## config.mk

```make
export PLATFORM = sky130hd
export DESIGN_NAME = hazard_unit_flat
export DESIGN_NICKNAME = d
export VERILOG_FILES = /design/src/rtl/hazard_unit_pkg.sv /design/src/rtl/hazard_unit_if.sv /design/src/rtl/hazard_src_decode.sv /design/src/rtl/hazard_unit.sv /design/src/flat_wrapper.sv
export SDC_FILE = /design/constraint.sdc
export NUM_CORES = 1
export LEC_CHECK = 0
export ABC_AREA = 1
export CAP_MARGIN = 20
export CORE_UTILIZATION = 40
export CTS_CLUSTER_SIZE = 28
export DETAILED_ROUTE_END_ITERATION = 8
export PLACE_DENSITY = 0.66
export SYNTH_ARGS = -nofsm -noshare
export SYNTH_HDL_FRONTEND = slang
export SYNTH_SLANG_ARGS = --single-unit
```

## constraint.sdc

```tcl
create_clock -name clk -period 2 [get_ports clk]
set_clock_uncertainty 0.15 [all_clocks]
set_input_delay 0.3 -clock clk [delete_from_list [all_inputs] [get_ports clk]]
set_output_delay 0.3 -clock clk [all_outputs]
set_load 0.005 [all_outputs]
```

## src/rtl/hazard_unit_pkg.sv

```systemverilog
// Shared opcode encodings and the attribute/shadow bundles
// used by the MIPS-lite hazard unit.
package hazard_unit_pkg;

   localparam logic [5:0] OP_R_TYPE = 6'b000000;
   localparam logic [5:0] OP_ORI    = 6'b001101;
   localparam logic [5:0] OP_LW     = 6'b100011;
   localparam logic [5:0] OP_SW     = 6'b101011;
   localparam logic [5:0] OP_BEQ    = 6'b000100;
   localparam logic [5:0] OP_JAL    = 6'b000011;

   typedef struct packed {
      logic       uses_rs;
      logic       uses_rt;
      logic [4:0] dst;
      logic       load;
   } src_attr_t;

   typedef struct packed {
      logic       valid;
      logic [4:0] dst;
      logic       load;
   } shadow_t;

endpackage

```

## src/rtl/hazard_unit_if.sv

```systemverilog
// ID-stage fields and branch outcome in, issue/write/flush
// controls and bubble counter out.
interface hazard_unit_if #(
   parameter int CNT_W = 16
);
   logic [5:0]       id_op;
   logic [4:0]       id_rs;
   logic [4:0]       id_rt;
   logic [4:0]       id_rd;
   logic             branch_taken;
   logic             stall;
   logic             pc_write;
   logic             ifid_write;
   logic             ifid_flush;
   logic [CNT_W-1:0] bubble_cnt;

   modport master (
      output id_op, id_rs, id_rt, id_rd,
      output branch_taken,
      input  stall, pc_write, ifid_write,
      input  ifid_flush, bubble_cnt
   );

   modport slave (
      input  id_op, id_rs, id_rt, id_rd,
      input  branch_taken,
      output stall, pc_write, ifid_write,
      output ifid_flush, bubble_cnt
   );
endinterface

```

## src/rtl/hazard_src_decode.sv

```systemverilog
// Maps the ID opcode to source usage, destination and
// load flag; register 0 destinations come out as zero.
module hazard_src_decode
   import hazard_unit_pkg::*;
#(
   parameter int JAL_REG = 31
) (
   input  logic [5:0] op,
   input  logic [4:0] rt,
   input  logic [4:0] rd,
   output src_attr_t  attr
);

   localparam logic [4:0] JAL_DST = 5'(JAL_REG);

   always_comb begin
      attr = '0;
      unique case (1'b1)
         (op == OP_R_TYPE): begin
            attr.uses_rs = 1'b1;
            attr.uses_rt = 1'b1;
            attr.dst     = rd;
         end
         (op == OP_ORI): begin
            attr.uses_rs = 1'b1;
            attr.dst     = rt;
         end
         (op == OP_LW): begin
            attr.uses_rs = 1'b1;
            attr.dst     = rt;
            attr.load    = 1'b1;
         end
         (op == OP_SW),
         (op == OP_BEQ): begin
            attr.uses_rs = 1'b1;
            attr.uses_rt = 1'b1;
         end
         (op == OP_JAL): begin
            attr.dst = JAL_DST;
         end
         default: ;
      endcase
   end

endmodule

```

## src/rtl/hazard_unit.sv

```systemverilog
// Load-use / branch-operand hazard detection with EX and MEM
// destination shadows and a saturating bubble counter.
module hazard_unit
   import hazard_unit_pkg::*;
#(
   parameter int CNT_W   = 16,
   parameter int JAL_REG = 31
) (
   input  logic          clk,
   input  logic          rst,
   hazard_unit_if.slave  bus
);

   src_attr_t        attr;
   shadow_t          ex_q;
   shadow_t          mem_q;
   logic [CNT_W-1:0] cnt_q;

   logic is_beq;
   logic is_jal;
   logic ex_hit_src;
   logic ex_hit_br;
   logic mem_hit_br;
   logic hz;

   logic stall;
   logic pc_write;
   logic ifid_write;
   logic ifid_flush;

   hazard_src_decode #(
      .JAL_REG (JAL_REG)
   ) u_dec (
      .op   (bus.id_op),
      .rt   (bus.id_rt),
      .rd   (bus.id_rd),
      .attr (attr)
   );

   assign is_beq = (bus.id_op == OP_BEQ);
   assign is_jal = (bus.id_op == OP_JAL);

   assign ex_hit_src = ex_q.valid &
      ((attr.uses_rs & (ex_q.dst == bus.id_rs)) |
       (attr.uses_rt & (ex_q.dst == bus.id_rt)));

   assign ex_hit_br = ex_q.valid &
      ((ex_q.dst == bus.id_rs) |
       (ex_q.dst == bus.id_rt));

   assign mem_hit_br = mem_q.valid &
      ((mem_q.dst == bus.id_rs) |
       (mem_q.dst == bus.id_rt));

   assign hz = (ex_q.load & ex_hit_src) |
               (is_beq & ex_hit_br) |
               (is_beq & mem_q.load & mem_hit_br);

   // A taken branch makes the ID instruction wrong-path, so it
   // outranks any hazard it might appear to have.
   always_comb begin
      stall      = 1'b1;
      pc_write   = 1'b1;
      ifid_write = 1'b1;
      ifid_flush = 1'b0;
      priority case (1'b1)
         bus.branch_taken: begin
            stall      = 1'b0;
            ifid_flush = 1'b1;
         end
         hz: begin
            stall      = 1'b0;
            pc_write   = 1'b0;
            ifid_write = 1'b0;
         end
         is_jal: begin
            ifid_flush = 1'b1;
         end
         default: ;
      endcase
   end

   always_ff @(posedge clk or posedge rst) begin
      if (rst) begin
         ex_q  <= '0;
         mem_q <= '0;
      end else begin
         mem_q <= ex_q;
         if (stall) begin
            ex_q.valid <= (attr.dst != 5'd0);
            ex_q.dst   <= attr.dst;
            ex_q.load  <= attr.load;
         end else begin
            ex_q <= '0;
         end
      end
   end

   always_ff @(posedge clk or posedge rst) begin
      if (rst) begin
         cnt_q <= '0;
      end else if (!stall && (cnt_q != '1)) begin
         cnt_q <= cnt_q + CNT_W'(1);
      end
   end

   assign bus.stall      = stall;
   assign bus.pc_write   = pc_write;
   assign bus.ifid_write = ifid_write;
   assign bus.ifid_flush = ifid_flush;
   assign bus.bubble_cnt = cnt_q;

endmodule

```

## src/flat_wrapper.sv

```systemverilog
// flat-port wrapper written by rule: the top's interface ports become plain ports
module hazard_unit_flat import hazard_unit_pkg::*;
#(
   parameter int CNT_W   = 16,
   parameter int JAL_REG = 31
)
  (clk, rst, bus_id_op, bus_id_rs, bus_id_rt, bus_id_rd, bus_branch_taken, bus_stall, bus_pc_write, bus_ifid_write, bus_ifid_flush, bus_bubble_cnt);
  hazard_unit_if #(.CNT_W(CNT_W)) bus_i ();
  input  logic clk;
  input  logic rst;
  input wire logic [$bits(bus_i.id_op)-1:0] bus_id_op;
  input wire logic [$bits(bus_i.id_rs)-1:0] bus_id_rs;
  input wire logic [$bits(bus_i.id_rt)-1:0] bus_id_rt;
  input wire logic [$bits(bus_i.id_rd)-1:0] bus_id_rd;
  input wire logic [$bits(bus_i.branch_taken)-1:0] bus_branch_taken;
  output wire logic [$bits(bus_i.stall)-1:0] bus_stall;
  output wire logic [$bits(bus_i.pc_write)-1:0] bus_pc_write;
  output wire logic [$bits(bus_i.ifid_write)-1:0] bus_ifid_write;
  output wire logic [$bits(bus_i.ifid_flush)-1:0] bus_ifid_flush;
  output wire logic [$bits(bus_i.bubble_cnt)-1:0] bus_bubble_cnt;
  assign bus_i.id_op = bus_id_op;
  assign bus_i.id_rs = bus_id_rs;
  assign bus_i.id_rt = bus_id_rt;
  assign bus_i.id_rd = bus_id_rd;
  assign bus_i.branch_taken = bus_branch_taken;
  assign bus_stall = bus_i.stall;
  assign bus_pc_write = bus_i.pc_write;
  assign bus_ifid_write = bus_i.ifid_write;
  assign bus_ifid_flush = bus_i.ifid_flush;
  assign bus_bubble_cnt = bus_i.bubble_cnt;
  hazard_unit #(.CNT_W(CNT_W), .JAL_REG(JAL_REG)) u_core (.clk(clk), .rst(rst), .bus(bus_i));
endmodule
```

# Yosys cells after proc, flatten, opt, wreduce, memory -nomap -nowiden
# Cells that the tools add are included.
# Widths: inputs -> output; s select.
# totals
ff_bits	30
in_bits	24
out_inout_bits	20
# op_classes
add_sub_neg	1
n_eq_ne	10
muxes	11
bitwise	14
reduce_logical	7
# op_table
cell	n
$eq 5x5->1	4
$add 16x1->16 const B	1
$ne 16x16->1 const B	1
$pmux 5 s3	1
$eq 6x6->1 const B	2
$and 1x1->1	9
$mux 1	9
$mux 7	1
$eq 6x2->1 const B	1
$eq 6x3->1 const B	1
$eq 6x4->1 const B	1
$logic_not 6->1	1
$or 1x1->1	5
$reduce_bool 5->1	1
$reduce_or 5->1	1
$reduce_or 3->1	1
$reduce_or 2->1	1
$logic_and 1x1->1	1
$logic_not 1->1	1

# Longest topological paths before layout
# logic_depth
depth_word	13
ltp_mapped	13

# By module
# A second synthesis with hierarchy kept.
# hier_totals
hier_cells	320
hier_area_um2	2127.0
# modules_own_cells
mod	n_inst	cells_each	area_per_inst_um2	seq_area_each_um2
hazard_unit	1	269	1903.1	750.7
hazard_src_decode	1	51	224.0	0.0

# Worst setup path before layout
# Ideal clock, no wire load.
# synth_path
path_type	reg2reg
startpoint	register u_core.cnt_q[0] (netlist: u_core.bus.bubble_cnt[0])
endpoint	register u_core.cnt_q[5] (netlist: u_core.bus.bubble_cnt[5])
arrival_ps	1603
required_ps	1733
slack_ps	130
path_stages_with_launch	10
path_buffers	1
synth_period_minus_slack_ps	1870
cell_sequence	dfrtp_1 -> ha_1 -> nand3_1 -> nor2_4 -> nand2_2 -> nor3_4 -> nand3b_4 -> buf_2 -> nand3_1 -> nand2_1
# synth_via
elab_chain_len	2
# synth_lines
element	line_no	source
start: declaration	hazard_unit.sv:17	logic [CNT_W-1:0] cnt_q;
start signal: assignment	hazard_unit.sv:103	cnt_q <= cnt_q + CNT_W'(1);
parallel branches: the longest is 2 deep, another holds $add 16x1->16	-	
# Parallel ways; which one is timed is not known.
# A chain may end at the register's enable or synchronous reset.

# Final worst setup path
# layout_path
startpoint	register u_core.ex_q[1] (netlist bit)
endpoint	output port bus_stall
# layout_via
elab_chain_len	9
# layout_lines
element	line_no	source
start: declaration	hazard_unit.sv:15	shadow_t ex_q;
$eq 5x5->1, on equally long branches	-	
$and 1x1->1, on equally long branches	hazard_unit.sv:44, hazard_unit.sv:45	
$or 1x1->1	hazard_unit.sv:44	((attr.uses_rs & (ex_q.dst == bus.id_rs)) |
$and 1x1->1	hazard_unit.sv:43	assign ex_hit_src = ex_q.valid &
$and 1x1->1	hazard_unit.sv:55	assign hz = (ex_q.load & ex_hit_src) |
$or 1x1->1 *	hazard_unit.sv:55	
$or 1x1->1 *	hazard_unit.sv:56	(is_beq & ex_hit_br) |
$mux 1 * (2 in a row)	hazard_unit.sv:66	priority case (1'b1)
end: declaration	flat_wrapper.sv:16	output wire logic [$bits(bus_i.stall)-1:0] bus_stall;
# Every way passes the cells marked *; elsewhere a longest branch is shown, timed or not.

==> flow_metrics.tcl <==
set metrics [dict create \
    yosysMostFrequentCell "nand2_1" \
    crit_buf_inv 2 \
    io_pins 44 \
    power_mw 1.56 \
    grt_max_degree 31 \
    worstSkewPairLatency_ns 0.28 \
    yosys_warnings 0 \
    synth_cell_types 26 \
    initial_core_util_pct 41.6 \
    stdcell_area_um2 2750 \
    die_y_um 72.1 \
    regArea_um2 751 \
    holdWs_ns 0.224 \
    critPathSlowestCell "dfrtp_1" \
    drcViolationCount 0 \
    cts_htree_levels 2 \
    gr-total-overflow 0 \
    cp_slowest_stage_delay_ns 0.41 \
    numCtsBuffers 5 \
    postSynthCellCount 281 \
    via_count 1935 \
    hold_violations 0 \
    multiInputGateArea_um2 1080 \
    rows 25 \
    cts.clk_slew.worst_paths_ns 0.06 \
    die_x_um 72.1 \
    critical_path.top_delay_family "simple AND/OR/NAND/NOR gates" \
    drtPass1Iterations 4 \
    num_antenna_cells 0 \
    critical_path_class "flip-flop to primary output" \
    first_iter_violations 59 \
    finalCriticalPeriod_ns 1.98 \
    synth_seq_area_share_pct 38.2 \
    status "finished, final reports clean" \
    ir_drop_mv 0.589 \
    antenna_found_initial 0 \
    cts_tree "done" \
    synth.area.top_cells "dfrtp_1 (38%), nand2_1 (19%), nand3_1 (9.2%), inv_1 (7.6%), xor2_1 (4.9%)" \
    syn-num-nets 306 \
    hold_class "flip-flop to flip-flop" \
    gp_congestion 0.830 \
    period_share_pct 99.1 \
    grt.total_usage_pct 20.2 \
    finalSetupViolCount 0 \
    cp.arrival_ns 1.53 \
    synth-edff-count 0 \
    grt_pass1_vias 1825 \
    yosysTopAreaCell "dfrtp_1" \
    clockBufferDepth 2 \
    synth_top_flop_cell "dfrtp_1" \
    io_buffer_count 43 \
    synth_top_area_share_pct 38.2 \
    crit_fanout 3 \
    drv_cap 0 \
    fmax_mhz 504 \
    ant_nets 0 \
    area_delta_synth_final_pct 39.9 \
    die_area_um2 5200 \
    grt_pass1_wl_um 8160 \
    drive_gt1_share_pct 16.7 \
    cts_root_buffer "clkbuf_8" \
    nNetsFinal 378 \
    clock-sinks 30 \
    viasPerCell 4.61 \
    synth_common_cells "nand2_1 (98), inv_1 (40), nand3_1 (36), dfrtp_1 (30), nor2_1 (25)" \
    synthArstFlopShare_pct 100 \
    dpl_cell_area_um2 2620 \
    synth-seq-cells 30 \
    p_leak_nw 1.45 \
    drv_slew 0 \
    path_cells "xor2_1, nor2_1, nand3_1, nand2_1, nand2_2, nand3_2, inv_1, buf_2" \
    endpoint_kind "primary output" \
    max_slew_margin_pct 74.5 \
    postSynthAreaPerCell_um2 7.00 \
    tightestPinTransition_ns 0.383 \
    drt-total-wl_um 4660 \
    syn_area_um2 1970 \
    fillers 463 \
    cp.required_ns 1.55 \
    start_kind "flip-flop" \
    p_per_area_nw_per_um2 566 \
    core_area_um2 4720 \
    wl_per_cell_um 11.1 \
    grt_setup_unrepaired "true" \
    hpwlAfterDp_um 3440 \
]
## per-stage QoR
stage                     TNS (ns)  worst slack (ns)  utilization, %  instances
final                            0            0.0176            58.3        420
after global routing        -0.423           -0.0919            58.3        420
after CTS                  -0.0243           -0.0128            57.7        420
after detailed placement    -11.52            -0.555            55.5        410
after global placement       -9.79            -0.493            55.5        410
after floorplan                  0             0.130               -        281
## final cells by class
cell class	count	share of cell area [%]
inverters	41	5.59
flip-flops and latches	30	27.3
well taps	67	3.05
clock buffers	7	2.77
multi-input cells	205	39.3
repair buffers	70	22.0
## cells by family after synthesis
| group | count (synthesis) | synth area share (%) |
|---|---|---|
| AOI/OAI and AO/OA | 10 | 2.93 |
| DFF | 30 | 38.2 |
| xor gates and xnor gates | 21 | 9.35 |
| adders and majority gates | 1 | 0.636 |
| buffers and inverters | 46 | 9.80 |
| and+or+nand+nor | 173 | 39.1 |
## worst paths after layout
path	start	endpoint	slack, ns	depth (start not counted)
max	u_core.ex_q[1]$_DFF_PP0_	bus_stall	0.02	8
min	u_core.ex_q[6]$_DFF_PP0_	u_core.mem_q[6]$_DFF_PP0_	0.22	0
max reg2reg	u_core.ex_q[1]$_DFF_PP0_	u_core.bus.bubble_cnt[1]$_DFFE_PP0P_	0.14	10
min reg2reg	u_core.ex_q[6]$_DFF_PP0_	u_core.mem_q[6]$_DFF_PP0_	0.22	0
max in group asynchronous	rst	u_core.bus.bubble_cnt[3]$_DFFE_PP0P_	1.17	3
min in group asynchronous	rst	u_core.bus.bubble_cnt[6]$_DFFE_PP0P_	0.25	3
## layer usage
layer	track usage (%)	up-vias	share of wire, %
met5	0	-	0
li1	-	1008	-
met3	3.75	5	3.5
met1	27.0	892	47
met4	6.75	0	1.0
met2	33.1	30	49
## report_power, final
part | switching, mW | total (mW) | leakage [nW] | internal [mW]
Combinational | 0.186 | 0.406 | 0.997 | 0.220
Sequential | 0.0517 | 0.708 | 0.411 | 0.656
Clock | 0.206 | 0.445 | 0.0383 | 0.239
Total | 0.443 | 1.56 | 1.45 | 1.12
## layout by cell type (no fill, tap or decap), drive strengths merged
| master | n |
|---|---|
| nor2 | 28 |
| nand3 | 37 |
| nand3b | 1 |
| ha | 1 |
| clkbuf | 7 |
| dfrtp | 30 |
| nor3b | 1 |
| a31oi | 3 |
| clkdlybuf4s50 | 23 |
| nor3 | 4 |
| nand4 | 2 |
| o21ai | 3 |
| xor2 | 11 |
| a21oi | 4 |
| nand2 | 100 |
| buf | 30 |
| inv | 41 |
| xnor2 | 10 |
| dlygate4sd2 | 17 |
## registers in the layout, indices dropped and copies added (netlist names)
register / cells
u_core.mem_q: 7
u_core.ex_q: 7
u_core.bus.bubble_cnt: 16
## repair_timing
item | in CTS | in global routing
setup endpoints to repair | 20 | 18
hold buffers | 0 | 0
setup buffers | 3 | 0
pin swaps | 16 | 7
gates resized for setup | 42 | 6
Power figures use the tool's default switching activity.
